$ cat config.mk
export PLATFORM = sky130hd
export DESIGN_NAME = key_event_scheduler
export DESIGN_NICKNAME = d
export VERILOG_FILES = /design/src/rtl/key_evt_pkg.sv /design/src/rtl/key_event_fsm.sv /design/src/rtl/key_event_scheduler.sv
export SDC_FILE = /design/constraint.sdc
export NUM_CORES = 1
export LEC_CHECK = 0
export BUFFER_PORTS_ARGS = -buffer_cell sky130_fd_sc_hd__buf_4
export CAP_MARGIN = 5
export CORE_MARGIN = 5
export CORE_UTILIZATION = 43
export DETAILED_ROUTE_END_ITERATION = 16
export GPL_TIMING_DRIVEN = 0
export PLACE_DENSITY = 0.54
export SLEW_MARGIN = 10
export SYNTH_ARGS = -nofsm -noshare
export SYNTH_HDL_FRONTEND = slang
export SYNTH_HIERARCHICAL = 1
export SYNTH_SLANG_ARGS = --single-unit
$ cat constraint.sdc
create_clock -name clk -period 3.2 [get_ports clk]
set_input_delay 0.8 -clock clk [delete_from_list [all_inputs] [get_ports clk]]
set_output_delay 0.8 -clock clk [all_outputs]
set_load 0.01 [all_outputs]
$ cat src/rtl/key_evt_pkg.sv
// Shared types for the key event scheduler: event codes, per-key FSM state
// encoding and the event-key index width helper.
package key_evt_pkg;

  // Event codes carried on evt_type; 2'b11 is never produced.
  typedef enum logic [1:0] {
    EVT_SHORT  = 2'b00,
    EVT_LONG   = 2'b01,
    EVT_REPEAT = 2'b10
  } evt_type_e;

  // Per-key press classification states.
  typedef enum logic [2:0] {
    StIdle,
    StDeb,
    StPress,
    StHold,
    StRel
  } fsm_state_e;

  // Width of a key index: max(1, clog2(n)).
  function automatic int unsigned key_evt_width(input int unsigned n);
    return (n <= 2) ? 1 : $clog2(n);
  endfunction

endpackage

$ cat src/rtl/key_event_fsm.sv
// One key: 2-flop synchroniser, debounce/classification FSM with a 32-bit
// counter, and a one-entry pending event register.
// Optional: define KEY_REPEAT_EN to post REPEAT events while held after LONG.
module key_event_fsm
  import key_evt_pkg::*;
#(
  parameter int unsigned DEBOUNCE_CYC = 1_000_000,
  parameter int unsigned LONG_CYC     = 50_000_000,
  parameter int unsigned REPEAT_CYC   = 15_000_000
) (
  input  logic      clk,
  input  logic      rst_n,
  input  logic      key_raw,    // 0 = pressed, asynchronous
  input  logic      xfer,       // pending entry leaves on this edge
  output logic      key_state,  // debounced, 1 = pressed
  output logic      pend,
  output evt_type_e pend_type,
  output logic      drop
);

  logic [1:0]  sync_q;
  logic        s;
  fsm_state_e  state_q;
  logic [31:0] cnt_q;
  logic        long_seen_q;
  logic        key_state_q;
  logic        pend_q;
  evt_type_e   pend_type_q;
  logic        drop_q;
  logic        deb_hit;
  logic        long_hit;
  logic        post;
  evt_type_e   post_type;

  // Synchronise the raw key; idles high (released) out of reset.
  always_ff @(posedge clk or negedge rst_n) begin
    if (!rst_n) begin
      sync_q <= 2'b11;
    end else begin
      sync_q <= {sync_q[0], key_raw};
    end
  end

  assign s        = sync_q[1];
  assign deb_hit  = (cnt_q == DEBOUNCE_CYC - 1);
  assign long_hit = (cnt_q == LONG_CYC - 1);

`ifdef KEY_REPEAT_EN
  logic rep_hit;
  assign rep_hit = (cnt_q == REPEAT_CYC - 1);
`else
  logic [31:0] unused_repeat_cyc;
  assign unused_repeat_cyc = REPEAT_CYC;
`endif

  // Decode which event, if any, the FSM posts on this edge.
  always_comb begin
    post      = 1'b0;
    post_type = EVT_SHORT;
    unique case (state_q)
      StPress: begin
        if (!s && long_hit) begin
          post      = 1'b1;
          post_type = EVT_LONG;
        end
      end
      StHold: begin
`ifdef KEY_REPEAT_EN
        if (!s && rep_hit) begin
          post      = 1'b1;
          post_type = EVT_REPEAT;
        end
`endif
      end
      StRel: begin
        // SHORT only for a press that never reached LONG
        if (s && deb_hit && !long_seen_q) begin
          post      = 1'b1;
          post_type = EVT_SHORT;
        end
      end
      default: ;
    endcase
  end

  // Press classification FSM with its counter and debounced level.
  always_ff @(posedge clk or negedge rst_n) begin
    if (!rst_n) begin
      state_q     <= StIdle;
      cnt_q       <= '0;
      long_seen_q <= 1'b0;
      key_state_q <= 1'b0;
    end else begin
      unique case (state_q)
        StIdle: begin
          cnt_q <= '0;
          if (!s) state_q <= StDeb;
        end
        StDeb: begin
          if (s) begin
            state_q <= StIdle;
            cnt_q   <= '0;
          end else if (deb_hit) begin
            state_q     <= StPress;
            key_state_q <= 1'b1;
            long_seen_q <= 1'b0;
            cnt_q       <= '0;
          end else begin
            cnt_q <= cnt_q + 32'd1;
          end
        end
        StPress: begin
          if (s) begin
            state_q <= StRel;
            cnt_q   <= '0;
          end else if (long_hit) begin
            state_q     <= StHold;
            long_seen_q <= 1'b1;
            cnt_q       <= '0;
          end else begin
            cnt_q <= cnt_q + 32'd1;
          end
        end
        StHold: begin
          if (s) begin
            state_q <= StRel;
            cnt_q   <= '0;
`ifdef KEY_REPEAT_EN
          end else if (rep_hit) begin
            cnt_q <= '0;
          end else begin
            cnt_q <= cnt_q + 32'd1;
`endif
          end
        end
        StRel: begin
          if (!s) begin
            cnt_q <= '0;
          end else if (deb_hit) begin
            state_q     <= StIdle;
            key_state_q <= 1'b0;
            cnt_q       <= '0;
          end else begin
            cnt_q <= cnt_q + 32'd1;
          end
        end
        default: begin
          state_q <= StIdle;
          cnt_q   <= '0;
        end
      endcase
    end
  end

  // One-entry pending slot; a post into a slot that stays full is dropped.
  always_ff @(posedge clk or negedge rst_n) begin
    if (!rst_n) begin
      pend_q      <= 1'b0;
      pend_type_q <= EVT_SHORT;
      drop_q      <= 1'b0;
    end else begin
      drop_q <= 1'b0;
      if (post) begin
        if (pend_q && !xfer) begin
          drop_q <= 1'b1;
        end else begin
          pend_q      <= 1'b1;
          pend_type_q <= post_type;
        end
      end else if (xfer) begin
        pend_q <= 1'b0;
      end
    end
  end

  assign key_state = key_state_q;
  assign pend      = pend_q;
  assign pend_type = pend_type_q;
  assign drop      = drop_q;

endmodule

$ cat src/rtl/key_event_scheduler.sv
// Multi-key event scheduler: one key_event_fsm per key plus a round-robin
// arbiter feeding a registered valid/ready event port.
// Optional: KEY_REPEAT_EN enables REPEAT events inside each key FSM.
module key_event_scheduler
  import key_evt_pkg::*;
#(
  parameter int unsigned KEY_NUM      = 3,
  parameter int unsigned DEBOUNCE_CYC = 1_000_000,
  parameter int unsigned LONG_CYC     = 50_000_000,
  parameter int unsigned REPEAT_CYC   = 15_000_000,
  localparam int unsigned KW          = key_evt_width(KEY_NUM)
) (
  input  logic               clk,
  input  logic               rst_n,
  input  logic [KEY_NUM-1:0] key_in,
  output logic [KEY_NUM-1:0] key_state,
  output logic               evt_valid,
  input  logic               evt_ready,
  output logic [KW-1:0]      evt_key,
  output logic [1:0]         evt_type,
  output logic               evt_drop
);

  localparam logic [KW:0] KeyNumW = (KW + 1)'(KEY_NUM);

  logic [KEY_NUM-1:0] pend;
  evt_type_e          pend_type [KEY_NUM];
  logic [KEY_NUM-1:0] drop;
  logic [KEY_NUM-1:0] xfer_vec;
  logic [KEY_NUM-1:0] cand;
  logic               xfer;
  logic               valid_q;
  logic [KW-1:0]      key_q;
  evt_type_e          type_q;
  logic [KW-1:0]      ptr_q;
  logic [KW-1:0]      start;
  logic [KW:0]        sum;
  logic               found;
  logic [KW-1:0]      grant_key;
  evt_type_e          grant_type;

  assign xfer = valid_q && evt_ready;

  for (genvar k = 0; k < KEY_NUM; k++) begin : g_key
    assign xfer_vec[k] = xfer && (key_q == KW'(k));

    key_event_fsm #(
      .DEBOUNCE_CYC (DEBOUNCE_CYC),
      .LONG_CYC     (LONG_CYC),
      .REPEAT_CYC   (REPEAT_CYC)
    ) u_fsm (
      .clk       (clk),
      .rst_n     (rst_n),
      .key_raw   (key_in[k]),
      .xfer      (xfer_vec[k]),
      .key_state (key_state[k]),
      .pend      (pend[k]),
      .pend_type (pend_type[k]),
      .drop      (drop[k])
    );
  end

  // Round-robin pick; the entry leaving this edge is excluded and the search
  // starts just past it so back-to-back transfers rotate fairly.
  always_comb begin
    cand       = pend & ~xfer_vec;
    found      = 1'b0;
    grant_key  = '0;
    grant_type = EVT_SHORT;
    sum        = '0;
    if (xfer) begin
      start = (key_q == KW'(KEY_NUM - 1)) ? '0 : key_q + KW'(1);
    end else begin
      start = ptr_q;
    end
    for (int unsigned i = 0; i < KEY_NUM; i++) begin
      sum = {1'b0, start} + (KW + 1)'(i);
      if (sum >= KeyNumW) sum = sum - KeyNumW;
      if (!found && cand[sum[KW-1:0]]) begin
        found      = 1'b1;
        grant_key  = sum[KW-1:0];
        grant_type = pend_type[sum[KW-1:0]];
      end
    end
  end

  // Output port registers and round-robin pointer.
  always_ff @(posedge clk or negedge rst_n) begin
    if (!rst_n) begin
      valid_q <= 1'b0;
      key_q   <= '0;
      type_q  <= EVT_SHORT;
      ptr_q   <= '0;
    end else begin
      if (!valid_q || xfer) begin
        valid_q <= found;
        if (found) begin
          key_q  <= grant_key;
          type_q <= grant_type;
        end
      end
      if (xfer) ptr_q <= start;
    end
  end

  assign evt_valid = valid_q;
  assign evt_key   = key_q;
  assign evt_type  = type_q;
  assign evt_drop  = |drop;

endmodule

## Word level (Yosys, flattened, before mapping)

Cells that the tools add are included.

| word-level totals | value |
|---|---|
| output and inout port bits | 9 |
| register bits after elaboration | 136 |

| operators by class | value |
|---|---|
| bitwise gates (word level) | 8 |
| add/subtract/negate cells | 9 |
| multiplexer cells | 134 |
| equal/unequal tests | 53 |
| $lt $le $gt $ge | 9 |
| reduce and logical (&&, ||, !) cells | 61 |

Operator list:

| operator | number |
|---|---|
| $mux 32 | 18 |
| $pmux 32 s4 | 3 |
| $add 32x1->32 const B | 3 |
| $eq 32x20->1 const B | 3 |
| $eq 32x26->1 const B | 3 |
| $mux 3 | 24 |
| $mux 1 | 51 |
| $pmux 3 s5 | 3 |
| $mux 2 | 20 |
| $ne 2x1->1 const B | 15 |
| $reduce_and 5->1 | 6 |
| $ne 2x2->1 const B | 12 |
| $eq 3x2->1 const B | 6 |
| $logic_and 1x1->1 | 18 |
| $ne 3x1->1 const B | 6 |
| $pmux 1 s2 | 9 |
| $reduce_and 6->1 | 3 |
| $reduce_bool 2->1 | 9 |
| $reduce_and 2->1 | 7 |
| $bmux 2 s2 | 3 |
| $logic_not 1->1 | 12 |
| $eq 3x1->1 const B | 3 |
| $eq 3x3->1 const B | 3 |
| $ge 3x3->1 const B | 3 |
| other kinds (18) | 31 |

## Depth between registers and ports, before layout

| logic depth | value |
|---|---|
| word-level depth | 15 |
| mapped depth | 11 |
| mapped depth without buffers | 10 |

## Modules after synthesis

The synthesis kept the hierarchy.

Modules (own cells, without submodules):

| module | area each (sq um) | cells an instance | sequential area each (sq um) | times used |
|---|---|---|---|---|
| key_event_fsm at g_key[0].u_fsm ... | 2356.0 | 258 | 1053.5 | 2 |
| key_event_fsm at g_key[2].u_fsm | 2369.8 | 250 | 1053.5 | 1 |
| key_event_scheduler | 862.1 | 98 | 175.2 | 1 |

## Least setup slack after synthesis

No wires, ideal clock.

| path | value |
|---|---|
| path kind | input to register |
| start | input port evt_ready |
| end | register type_q[0], in the netlist evt_type[0] |
| data required time | 3.069 ns |
| data arrival time | 2.580 ns |
| path slack | 0.490 ns |
| buffers on the path | 2 |
| library setup time | 0.131 ns |
| stages | 11 |
| path through | nand2_1 > nor3_1 > a21o_1 > ha_1 > buf_4 > dlygate4sd1_1 > nor2_1 > nand4b_1 > nand3_1 > a221oi_1 > o31ai_1 |

| on the way | value |
|---|---|
| longest elaborated chain between the ends | 14 |
| elaborated cells on any way between the ends | 48 |
| classes of those cells | 5 x add/sub; 3 x order compare; 25 x mux; 5 x bitwise; 10 x reduce/logical |

RTL lines:

| item | RTL line | source |
|---|---|---|
| start: declaration | key_event_scheduler.sv:18 | `input logic evt_ready,` |
| $logic_and 1x1->1 (*) | key_event_scheduler.sv:42 | `assign xfer = valid_q && evt_ready;` |
| $logic_and 1x1->1 (*) | key_event_scheduler.sv:45 | `assign xfer_vec[k] = xfer && (key_q == KW'(k));` |
| named net xfer_vec[0] | key_event_scheduler.sv:29 | `logic [KEY_NUM-1:0] xfer_vec;` |
| $not 3->3 (*) | key_event_scheduler.sv:66 | `cand = pend & ~xfer_vec;` |
| $and 3x3->3 (*) | key_event_scheduler.sv:66 |  |
| $bmux 1 s2 | key_event_scheduler.sv:79 | `if (!found && cand[sum[KW-1:0]]) begin` |
| $mux 1 (implied by the code) | key_event_scheduler.sv:79 |  |
| $mux 1 | key_event_scheduler.sv:79 |  |
| $logic_not 1->1 | key_event_scheduler.sv:79 |  |
| $logic_and 1x1->1 | key_event_scheduler.sv:79 |  |
| $mux 1 | key_event_scheduler.sv:79 |  |
| $logic_not 1->1 | key_event_scheduler.sv:79 |  |
| $logic_and 1x1->1 | key_event_scheduler.sv:79 |  |
| $mux 1 | key_event_scheduler.sv:79 |  |
| $reduce_and 2->1 (no line) | n/a |  |
| end signal: assignment | key_event_scheduler.sv:99 | `type_q <= grant_type;` |
| end: declaration | key_event_scheduler.sv:34 | `evt_type_e type_q;` |

The timed path passes the listed nets; every way through them passes the cells marked *. The select of a mux whose other input is x is not followed.
A chain may end at the register's enable or synchronous reset.

## Final worst setup path

| path | value |
|---|---|
| start | register valid_q, in the netlist evt_valid |
| end | register type_q[0], in the netlist evt_type[0] |

| on the way | value |
|---|---|
| longest elaborated chain between the ends | 14 |
| elaborated cells on any way between the ends | 49 |
| classes of those cells | 5 x add/sub; 3 x order compare; 25 x mux; 5 x bitwise; 11 x reduce/logical |

RTL lines:

| item | RTL line | source |
|---|---|---|
| start: declaration | key_event_scheduler.sv:32 | `logic valid_q;` |
| start signal: assignment | key_event_scheduler.sv:96 | `valid_q <= found;` |
| $logic_and 1x1->1 (*) | key_event_scheduler.sv:42 |  |
| $logic_and 1x1->1 (*) | key_event_scheduler.sv:45 |  |
| named net xfer_vec[0] | key_event_scheduler.sv:29 |  |
| $not 3->3 (*) | key_event_scheduler.sv:66 |  |
| $and 3x3->3 (*) | key_event_scheduler.sv:66 |  |
| $bmux 1 s2 | key_event_scheduler.sv:79 |  |
| $mux 1 (implied by the code) | key_event_scheduler.sv:79 |  |
| $mux 1 | key_event_scheduler.sv:79 |  |
| $logic_not 1->1 | key_event_scheduler.sv:79 |  |
| $logic_and 1x1->1 | key_event_scheduler.sv:79 |  |
| $mux 1 | key_event_scheduler.sv:79 |  |
| $logic_not 1->1 | key_event_scheduler.sv:79 |  |
| $logic_and 1x1->1 | key_event_scheduler.sv:79 |  |
| $mux 1 | key_event_scheduler.sv:79 |  |
| $reduce_and 2->1 (no line) | n/a |  |

Marks and branches as above.

==> out/qor.yml <==
status: "completed"
clock_latency_ns: 0.41
p_switching_w: 0.001448
ant_nets: 0
die_y_um: 145.9
stdcell_count: 1140
globalRouteTotalUtil: 0.1780
synthAdderAreaFrac: 0.007875
timing.max_cap.violations: 0
timing.critical_path.arrival_ns: 3.08
p_comb_frac: 0.211
dieWidth_um: 145.9
netlist_instances: 864
cts_root_buf: "clkbuf_16"
fillers: 1673
diodes: 0
synth_top_family_by_area: "simple AND/OR/NAND/NOR gates"
ctsResizeCount: 0
crit_type: "flip-flop to flip-flop"
grt_pass1_vias: 6347
layout-drive-gt1-share: 0.1493
worstHoldPathType: "input pin to async pin"
cp_data_required_time_ns: 3.48
layout_commonest_cell: "dfrtp_1"
vias: 6620
synth-edff-count: 0
switching_share: 0.2862
drv_slew: 0
finalSetupViolCount: 0
viasPerCell: 5.807
postSynth.asyncResetShare: 1.000
syn-num-nets: 875
utilization: 0.4983
min_period_ns: 2.794
die_area_um2: 21290
portBuffers: 14
synth_simple_gate_area_frac: 0.2975
crit_fanout: 10
cts_tree: "done"
rsz0062_at_grt: "no"
worst_pin_slew_ns: 1.077
syn_avg_cell_area_um2: 9.194
clk_pin_slew_ns: 0.06
drtIter0Drc: 388
grt_pass1_wl_um: 31840
max_freq_mhz: 357.9
core_area_um2: 18090
synthMuxAreaShare: 0.01134
relSlewSlack: 0.2752
dp_hpwl_um: 12980
finalCritPeriodShare: 0.8732
yosysWarnings: 6
leakagePower_nw: 3.864
critical_path.startpoint: "evt_valid"
ir_worst_vdd_mv: 0.3364
r2r_setup_slack_ns: 0.41
finalWirelength_um: 18430
placementRows: 49
synth_cell_types: 80
start_kind: "flip-flop"
antenna_found_initial: 0
pwr-share-seq: 0.370
dr.pass1.iters: 5
ys.flop_type: "dfrtp_1"
wl_per_cell_um: 16.17
final_cell_mix: "127 x dfrtp_1, 84 x nor2_1, 79 x nand2_1"
timing.rr.start: "evt_valid"
cts_setup_buffers: 0
seq_area_frac_synth: 0.4199
p_per_area_nw_per_um2: 561.5
synth_compound_area_frac: 0.1640
postCtsHoldBufs: 0
gp_congestion: 0.8994
netlist_area_um2: 7944
cp-end-kind: "flip-flop"
synth-xor-area-share: 0.04741
cts_buffers: 17
skew_ns: 0.008673
start_util: 0.4392
overflow: 0
io_pins: 15
clockPowerShare: 0.419
grt_max_degree: 73
htreeDepth: 4
area_growth_pct: 13.45
ys_ff_latch: 133
cts.path.max_buffers: 2
dpl.cell_count: 1108
final_nets: 909
clkSinkCount: 133
hold_viol: 0
p_int_w: 0.003612
remaining_drc_errors: 0
==> per-stage QoR <==
step | setup slack, ns | power, W | TNS, ns | hold slack, ns | instance area (um^2)
floorplan | 0.4897 | 0.002712 | 0 | 0.3452 | 7944
global placement | 0.04245 | 0.002946 | 0 | 0.3458 | 8335
detailed placement | -0.004935 | 0.002965 | -0.004935 | 0.3492 | 8367
CTS | 0.3985 | 0.005112 | 0 | 0.3613 | 9012
global route | 0.1718 | 0.005332 | 0 | 0.3642 | 9012
finish | 0.4059 | 0.005061 | 0 | 0.3560 | 9012
==> layout make-up <==
cell class	count	area, um^2	area share
plain buffers	46	311.5	0.03457
clock buffers	24	501.7	0.05567
clock inverters	8	143.9	0.01597
inverters	24	90.09	0.009996
multi-input cells	661	4207	0.4667
flip-flops and latches	133	3336	0.3701
well taps	229	286.5	0.03179
repair buffers	15	136.4	0.01513
==> worst max-delay path: stages (launching register included) <==
cell and delay, ns:
dfrtp_1 0.47, nand2_1 0.23, nor3_1 0.38, a21o_1 0.16, ha_1 0.14, buf_4 0.16, dlygate4sd1_1 0.40, nor2_1 0.09
nand4b_1 0.10, nand3_1 0.10, a221oi_1 0.32, o31ai_1 0.12
==> cell usage after synthesis, types with 5 or more instances <==
library cell | number | area share
nor4_1 | 25 | 0.020
nand3_1 | 59 | 0.037
buf_2 | 5 | 0.0031
nor4_4 | 7 | 0.019
nand2_1 | 79 | 0.037
xnor2_1 | 15 | 0.017
buf_4 | 12 | 0.011
nand4_1 | 25 | 0.020
mux2i_1 | 9 | 0.011
a22o_1 | 9 | 0.0099
nor2_1 | 84 | 0.040
nand2b_1 | 12 | 0.0095
or4_1 | 6 | 0.0057
clkbuf_1 | 17 | 0.0080
o21ai_1 | 5 | 0.0031
dfstp_2 | 6 | 0.020
o21ai_2 | 8 | 0.0088
or4_4 | 5 | 0.0071
o21ai_0 | 35 | 0.022
nor3_1 | 20 | 0.013
inv_1 | 24 | 0.011
nor2b_1 | 8 | 0.0063
and4_1 | 5 | 0.0055
a21oi_1 | 44 | 0.028
buf_6 | 7 | 0.0099
or3_1 | 14 | 0.011
o31ai_1 | 5 | 0.0047
and3_1 | 23 | 0.018
xor2_1 | 28 | 0.031
a31oi_1 | 15 | 0.012
dfrtp_1 | 127 | 0.40
a21o_1 | 21 | 0.020
ha_1 | 5 | 0.0079
==> power by group through the flow <==
stage                     combinational, W  clock (W)  sequential, W
after floorplan                   0.000825          0        0.00189
after global placement             0.00105          0        0.00190
after detailed placement           0.00106          0        0.00190
after CTS                          0.00107    0.00217        0.00187
after global routing               0.00120    0.00225        0.00189
final                              0.00107    0.00212        0.00187
==> sequential cells by signal, indices dropped and copies added (netlist names), 3 cells and up <==
signal                   cells
g_key.u_fsm/pend             3
g_key.u_fsm/sync_q           6
g_key.u_fsm/pend_type        3
g_key.u_fsm/state_q          9
g_key.u_fsm/cnt_q           96
g_key.u_fsm/key_state        3
g_key.u_fsm/long_seen_q      3
g_key.u_fsm/drop             3
==> cell families after synthesis <==
kind of cell,Yosys count
buffers and inverters,70
AND/OR/NAND/NOR,416
XOR/XNOR,43
flip-flops,133
adder cells (fa/ha/maj),5
other,3
multiplexers,9
AO/OA/AOI/OAI,185
==> worst paths after layout <==
path                                       endpoint  cells past startpoint
hold reg to reg            g_key[2].u_fsm/sync_q[1]                      0
hold / removal             g_key[2].u_fsm/cnt_q[11]                      1
max in group asynchronous  g_key[0].u_fsm/sync_q[0]                      2
setup / recovery                        evt_type[0]                     11
min in group clk           g_key[2].u_fsm/sync_q[1]                      0
setup reg to reg                        evt_type[0]                     11
==> layer usage <==
metal | wire, um | vias to the layer above | track usage
met5 | 0 | - | 0
li1 | - | 3228 | -
met1 | 9217 | 3244 | 0.2605
met2 | 8336 | 124 | 0.2682
met3 | 627 | 24 | 0.03581
met4 | 248 | 0 | 0.04938
No activity file was read; power rests on OpenSTA's default activity.
